$ cat src/rtl/seq_alu_pkg.sv
// Shared definitions for the sequential ALU: R-type function codes, FSM state
// encoding and the kind of multi-cycle operation held by the iterative datapath.
package seq_alu_pkg;

  localparam logic [5:0] FN_SRL   = 6'd2;
  localparam logic [5:0] FN_MFHI  = 6'd16;
  localparam logic [5:0] FN_MFLO  = 6'd18;
  localparam logic [5:0] FN_MULTU = 6'd25;
  localparam logic [5:0] FN_DIVU  = 6'd27;
  localparam logic [5:0] FN_ADD   = 6'd32;
  localparam logic [5:0] FN_SUB   = 6'd34;
  localparam logic [5:0] FN_AND   = 6'd36;
  localparam logic [5:0] FN_OR    = 6'd37;
  localparam logic [5:0] FN_SLT   = 6'd42;

  typedef enum logic {StIdle, StIter} state_e;

  typedef enum logic {OpDiv, OpMul} op_kind_e;

endpackage

$ cat src/rtl/seq_alu_iter.sv
// Iterative datapath: restoring unsigned divide (and, with SEQ_TOTAL_ALU_MULTU_EN
// defined, shift-add unsigned multiply), one step per cycle over WIDTH cycles.
// Ports:
//   clk_i, rst_ni  - clock, synchronous active-low reset
//   start_i        - load operands and counter (WIDTH-1)
//   kind_i         - DIV or MUL (only with SEQ_TOTAL_ALU_MULTU_EN)
//   a_i, b_i       - operand A / operand B at start
//   step_i         - perform one step this cycle
//   last_o         - counter is zero: the current step is the final one
//   hi_o, lo_o     - result of the current step (remainder:quotient or product)
module seq_alu_iter
  import seq_alu_pkg::*;
#(
  parameter int unsigned WIDTH = 32
) (
  input  logic             clk_i,
  input  logic             rst_ni,
  input  logic             start_i,
`ifdef SEQ_TOTAL_ALU_MULTU_EN
  input  op_kind_e         kind_i,
`endif
  input  logic [WIDTH-1:0] a_i,
  input  logic [WIDTH-1:0] b_i,
  input  logic             step_i,
  output logic             last_o,
  output logic [WIDTH-1:0] hi_o,
  output logic [WIDTH-1:0] lo_o
);

  localparam int unsigned SHW = $clog2(WIDTH);

  // rem: remainder (DIV) / upper product (MUL); quo: quotient / lower product
  logic [WIDTH-1:0] rem_q, rem_d, quo_q, quo_d, opd_q, opd_d;
  logic [SHW-1:0]   cnt_q, cnt_d;
  logic [WIDTH:0]   trial, diff;
`ifdef SEQ_TOTAL_ALU_MULTU_EN
  op_kind_e         kind_q, kind_d;
  logic [WIDTH:0]   sum;
`endif

  assign last_o = (cnt_q == '0);

  // One step of the selected algorithm.
  always_comb begin
    trial = {rem_q, quo_q[WIDTH-1]};
    diff  = trial - {1'b0, opd_q};
    // rem < divisor always holds, so diff's MSB is set exactly when trial < divisor.
    if (!diff[WIDTH]) begin
      hi_o = diff[WIDTH-1:0];
      lo_o = {quo_q[WIDTH-2:0], 1'b1};
    end else begin
      hi_o = trial[WIDTH-1:0];
      lo_o = {quo_q[WIDTH-2:0], 1'b0};
    end
`ifdef SEQ_TOTAL_ALU_MULTU_EN
    sum = {1'b0, rem_q} + ({1'b0, opd_q} & {(WIDTH + 1){quo_q[0]}});
    if (kind_q == OpMul) begin
      hi_o = sum[WIDTH:1];
      lo_o = {sum[0], quo_q[WIDTH-1:1]};
    end
`endif
  end

  always_comb begin
    rem_d = rem_q;
    quo_d = quo_q;
    opd_d = opd_q;
    cnt_d = cnt_q;
`ifdef SEQ_TOTAL_ALU_MULTU_EN
    kind_d = kind_q;
`endif
    if (start_i) begin
      rem_d = '0;
      quo_d = a_i;
      opd_d = b_i;
      cnt_d = SHW'(WIDTH - 1);
`ifdef SEQ_TOTAL_ALU_MULTU_EN
      kind_d = kind_i;
      if (kind_i == OpMul) begin
        // Multiplier sits in the low half and is consumed LSB first.
        quo_d = b_i;
        opd_d = a_i;
      end
`endif
    end else if (step_i) begin
      rem_d = hi_o;
      quo_d = lo_o;
      if (!last_o) cnt_d = cnt_q - SHW'(1);
    end
  end

  always_ff @(posedge clk_i) begin
    if (!rst_ni) begin
      rem_q <= '0;
      quo_q <= '0;
      opd_q <= '0;
      cnt_q <= '0;
`ifdef SEQ_TOTAL_ALU_MULTU_EN
      kind_q <= OpDiv;
`endif
    end else begin
      rem_q <= rem_d;
      quo_q <= quo_d;
      opd_q <= opd_d;
      cnt_q <= cnt_d;
`ifdef SEQ_TOTAL_ALU_MULTU_EN
      kind_q <= kind_d;
`endif
    end
  end

endmodule

$ cat src/rtl/seq_total_alu.sv
// Handshaked MIPS-style R-type ALU. Single-cycle ops complete at acceptance;
// DIVU (and MULTU when SEQ_TOTAL_ALU_MULTU_EN is defined) iterate for WIDTH
// cycles in seq_alu_iter with ready low. HI/LO are held here.
// Ports:
//   clk, reset (sync, active-low)
//   valid/ready     - request handshake, accepted on valid && ready
//   dataA, dataB    - operands; shift amount is dataB[SHW-1:0]
//   Signal          - 6-bit function code
//   Output          - registered result, done pulses when it updates
//   div_zero        - sticky divide-by-zero flag, cleared by next accepted DIVU
module seq_total_alu
  import seq_alu_pkg::*;
#(
  parameter int unsigned WIDTH = 32,
  parameter int unsigned SHW   = $clog2(WIDTH)
) (
  input  logic             clk,
  input  logic             reset,
  input  logic             valid,
  output logic             ready,
  input  logic [WIDTH-1:0] dataA,
  input  logic [WIDTH-1:0] dataB,
  input  logic [5:0]       Signal,
  output logic [WIDTH-1:0] Output,
  output logic             done,
  output logic             div_zero
);

  state_e           state_q, state_d;
  logic [WIDTH-1:0] hi_q, hi_d, lo_q, lo_d, out_q, out_d;
  logic             done_q, done_d, dz_q, dz_d;
  logic             accept, start, start_div, start_mul, step, iter_last;
  logic [WIDTH-1:0] iter_hi, iter_lo;

  assign accept    = valid && ready;
  assign start_div = accept && (Signal == FN_DIVU) && (dataB != '0);
`ifdef SEQ_TOTAL_ALU_MULTU_EN
  assign start_mul = accept && (Signal == FN_MULTU);
`else
  assign start_mul = 1'b0;
`endif
  assign start     = start_div || start_mul;
  assign step      = (state_q == StIter);

  seq_alu_iter #(
    .WIDTH (WIDTH)
  ) u_iter (
    .clk_i   (clk),
    .rst_ni  (reset),
    .start_i (start),
`ifdef SEQ_TOTAL_ALU_MULTU_EN
    .kind_i  (start_mul ? OpMul : OpDiv),
`endif
    .a_i     (dataA),
    .b_i     (dataB),
    .step_i  (step),
    .last_o  (iter_last),
    .hi_o    (iter_hi),
    .lo_o    (iter_lo)
  );

  // FSM: state register
  always_ff @(posedge clk) begin
    if (!reset) state_q <= StIdle;
    else        state_q <= state_d;
  end

  // FSM: next state
  always_comb begin
    state_d = state_q;
    unique case (state_q)
      StIdle: if (start) state_d = StIter;
      StIter: if (iter_last) state_d = StIdle;
      default: state_d = StIdle;
    endcase
  end

  // FSM: outputs
  always_comb begin
    ready = (state_q == StIdle);
  end

  // Result, HI/LO and flag updates.
  always_comb begin
    hi_d   = hi_q;
    lo_d   = lo_q;
    out_d  = out_q;
    done_d = 1'b0;
    dz_d   = dz_q;
    if (accept) begin
      done_d = 1'b1;
      case (Signal)
        FN_AND:  out_d = dataA & dataB;
        FN_OR:   out_d = dataA | dataB;
        FN_ADD:  out_d = dataA + dataB;
        FN_SUB:  out_d = dataA - dataB;
        FN_SLT:  out_d = WIDTH'($signed(dataA) < $signed(dataB));
        FN_SRL:  out_d = dataA >> dataB[SHW-1:0];
        FN_MFHI: out_d = hi_q;
        FN_MFLO: out_d = lo_q;
        FN_DIVU: begin
          dz_d = (dataB == '0);
          if (dataB == '0) begin
            lo_d  = '1;
            hi_d  = dataA;
            out_d = '1;
          end else begin
            done_d = 1'b0;
          end
        end
`ifdef SEQ_TOTAL_ALU_MULTU_EN
        FN_MULTU: done_d = 1'b0;
`endif
        default: out_d = '0;
      endcase
    end else if (step && iter_last) begin
      // LO is the quotient for DIVU and the low product half for MULTU.
      hi_d   = iter_hi;
      lo_d   = iter_lo;
      out_d  = iter_lo;
      done_d = 1'b1;
    end
  end

  always_ff @(posedge clk) begin
    if (!reset) begin
      hi_q   <= '0;
      lo_q   <= '0;
      out_q  <= '0;
      done_q <= 1'b0;
      dz_q   <= 1'b0;
    end else begin
      hi_q   <= hi_d;
      lo_q   <= lo_d;
      out_q  <= out_d;
      done_q <= done_d;
      dz_q   <= dz_d;
    end
  end

  assign Output   = out_q;
  assign done     = done_q;
  assign div_zero = dz_q;

endmodule
$ cat config.mk
export PLATFORM = sky130hd
export DESIGN_NAME = seq_total_alu
export DESIGN_NICKNAME = d
export VERILOG_FILES = /design/src/rtl/seq_alu_pkg.sv /design/src/rtl/seq_alu_iter.sv /design/src/rtl/seq_total_alu.sv
export SDC_FILE = /design/constraint.sdc
export NUM_CORES = 1
export LEC_CHECK = 0
export BUFFER_PORTS_ARGS = -buffer_cell sky130_fd_sc_hd__buf_2
export CAP_MARGIN = 25
export CORE_ASPECT_RATIO = 0.9
export CORE_MARGIN = 1
export CORE_UTILIZATION = 60
export DETAILED_ROUTE_END_ITERATION = 10
export GPL_TIMING_DRIVEN = 0
export PLACE_DENSITY = 0.9
export SLEW_MARGIN = 10
export SYNTH_ARGS = -nofsm -noshare
export SYNTH_HDL_FRONTEND = slang
export SYNTH_HIERARCHICAL = 1
export SYNTH_SLANG_ARGS = --single-unit
export TNS_END_PERCENT = 50
$ cat constraint.sdc
create_clock -name clk -period 4.4 [get_ports clk]
set_clock_uncertainty 0.1 [all_clocks]
set_input_delay 0.22 -clock clk [delete_from_list [all_inputs] [get_ports clk]]
set_output_delay 0.22 -clock clk [all_outputs]
set_load 0.01 [all_outputs]
==> impl_metrics.json <==
{
  "worstSetupEndpointType": "register",
  "cts_buffers": 17,
  "htreeDepth": 4,
  "post-route-util": 0.6726,
  "clock_latency_ns": 0.49,
  "ant_nets": 0,
  "io_buffers": 106,
  "cts_buffer_depth": 2,
  "drt-vias-per-instance": 6.944,
  "cp_max_fo": 11,
  "leakagePower_uw": 0.009074,
  "fin_nets": 2607,
  "reg2reg_depth": 14,
  "drive_above_1_share": 0.1265,
  "io_pins": 108,
  "grt_pass1_vias": 18280,
  "grt_pass1_wl_um": 112300,
  "synth_common_cells": "nand2_1, dfxtp_1, inv_1",
  "wl_um": 76990,
  "cp.required_ns": 4.68,
  "holdCritPathClass": "in2reg",
  "layout_min_cycle_time_ns": 4.307,
  "whs_endpoint": "u_iter/opd_q[3]",
  "grt_overflow": 0,
  "maxCapViolations": 0,
  "crit_path_max_incr_delay_ns": 0.54,
  "clock.fmax_ghz": 0.2322,
  "drt-initial-drc-count": 3330,
  "path_cells": "buf_2, inv_1, buf_1, clkbuf_1, ha_1, nor3_1, o31ai_1, o211ai_2, a211oi_1, o21a_2, o31ai_4, a21oi_1, mux2i_1, a211oi_1, o31ai_1",
  "synth_nets": 2480,
  "detail_route.wl_per_cell_um": 27.42,
  "hold_buffers": 1,
  "cts_root_buf": "clkbuf_16",
  "antenna_found_initial": 1,
  "post_cts_buffers": 0,
  "yosys.cell_types.count": 94,
  "hold_start": "dataB[3]",
  "vias": 19500,
  "hold-path-cell-count": 3,
  "tightest_slew_ns": 1.137,
  "ys.flop_type": "dfxtp_1",
  "synthMostInstantiatedCell": "nand2_1",
  "die_height_um": 165.8,
  "cts_tree": "yes",
  "cts_resized": 0,
  "drc": 0,
  "slowest_stage": "clkbuf_1",
  "finalSetupViolCount": 0,
  "max_slew_margin": 0.2419,
  "syn_area_sq_um": 17880,
  "register_area_sq_um": 4004,
  "worst_r2r_endpoint": "hi_q[7]",
  "multi_input_area_sq_um": 12330,
  "post-dp-hpwl_um": 59810,
  "r2r_setup_slack_ns": 0.32,
  "area.growth.synth_to_final_pct": 9.404,
  "whs_ns": 0.002138,
  "path_class": "in2reg",
  "synthCells": 2271,
  "grt_max_degree": 23,
  "die_w_um": 184.0,
  "power_uw": 5123,
  "synth.top_cell.area_share": 0.2239,
  "initial_utilization": 0.6148,
  "slew_viol_final": 0,
  "reg2reg_from": "u_iter/rem_q[21]",
  "synth.avg_cell_area_sq_um": 7.874,
  "cts.sinks": 200,
  "synthTopCellsByArea": "dfxtp_1, ha_1, mux2i_1, nand2_1, a21oi_1",
  "gp_congestion": 1.112,
  "cp_data_arrival_time_ns": 4.59,
  "post-synth-top-area-cell": "dfxtp_1",
  "rsz0062_at_grt": "no",
  "startpoint_type": "primary input",
  "core_area_sq_um": 29090,
  "finalHoldViolCount": 0,
  "clkTransAtPathRegs_ns": 0.09,
  "synth-edff-count": 0,
  "status": "complete, no violations",
  "final.setup.worst_slack_ns": 0.09291,
  "irDropWorstVdd_v": 0.0002958,
  "drt_pass1_iterations": 9,
  "ys_async_sr_fraction": 0,
  "fin_crit_sh": 0.9789,
  "ys_seq_elements": 200,
  "dp_worst_setup_slack_ns": -0.1676,
  "num-fill-cells": 2535,
  "grt.total_usage": 0.4991,
  "power_density_nw_per_um2": 261.9,
  "synth_warnings": 6,
  "die_area_sq_um": 30500,
  "synth-seq-area-share": 0.2239,
  "row_count": 59
}
critical path: cells and delay by family:
family,cells,cell delay [ns]
compound gates,8,2.23
fa+ha+maj,1,0.37
buf+inv,4,1.39
mux,1,0.27
simple gates,1,0.10
layout by cell type (no fill, tap or decap), drive strengths merged, types with 28 or more instances in the layout:
cell type,Yosys,final
nor2b,54,54
ha,133,133
a221o,32,32
o21ai,152,152
nand3,37,37
nor2,163,163
xnor2,36,36
clkbuf,94,111
o31ai,33,33
nor3,33,33
inv,172,182
nand2,240,240
dfxtp,200,200
and2,46,46
o211a,73,73
mux2i,144,144
buf,89,196
a21oi,163,163
o21a,28,28
per-layer routing:
metal / wire, um / global-route usage / share of wire
met5: 0 / 0 / 0
met4: 6168 / 0.3239 / 0.080
met3: 10680 / 0.1561 / 0.14
met2: 31040 / 0.7187 / 0.40
met1: 29100 / 0.6407 / 0.38
where the power goes:
| group | switching [uW] | internal [uW] |
|---|---|---|
| combinational | 997 | 506 |
| sequential | 16.5 | 1830 |
| clock | 929 | 843 |
| total | 1940 | 3180 |
cell type report:
cell class              count  area share
inverters                 172     0.03300
flip-flops and latches    200      0.2047
diodes                      1   0.0001279
multi-input cells        1716      0.6301
well taps                 396     0.02533
clock buffers              17     0.02175
clock inverters            15     0.01068
repair buffers            108     0.02789
plain buffers             183     0.04650
cells by family after synthesis:
| kind of cell | synth area share |
|---|---|
| adder cells (fa/ha/maj) | 0.09642 |
| AND/OR/NAND/NOR | 0.1732 |
| AO/OA/AOI/OAI | 0.2676 |
| buffers and inverters | 0.08698 |
| multiplexers | 0.1264 |
| XOR/XNOR | 0.02554 |
| flip-flops | 0.2239 |
registers in the layout, indices dropped and copies added (netlist names):
| register | cells |
|---|---|
| Output | 32 |
| div_zero | 1 |
| done | 1 |
| hi_q | 32 |
| lo_q | 32 |
| state_q | 1 |
| u_iter/cnt_q | 5 |
| u_iter/opd_q | 32 |
| u_iter/quo_q | 32 |
| u_iter/rem_q | 32 |
per-stage QoR:
step	cell area, sq um	instances	TNS [ns]
2_1_floorplan	17880	2271	0
3_3_place_gp	18910	2773	-0.5142
3_5_place_dp	18910	2773	-0.7916
4_1_cts	19550	2806	0
5_1_grt	19560	2807	0
6_report	19560	2808	0
worst max path at each step:
stage               startpoint    endpoint  slack [ns]
floorplan             dataB[2]  Output[28]        0.84
global placement      dataB[2]  Output[31]       -0.13
detailed placement    dataB[2]  Output[29]       -0.17
CTS                   dataB[2]  Output[29]        0.31
global route          dataB[2]  Output[29]        0.04
finish                dataB[2]  Output[29]        0.09
Power figures use the tool's default switching activity.
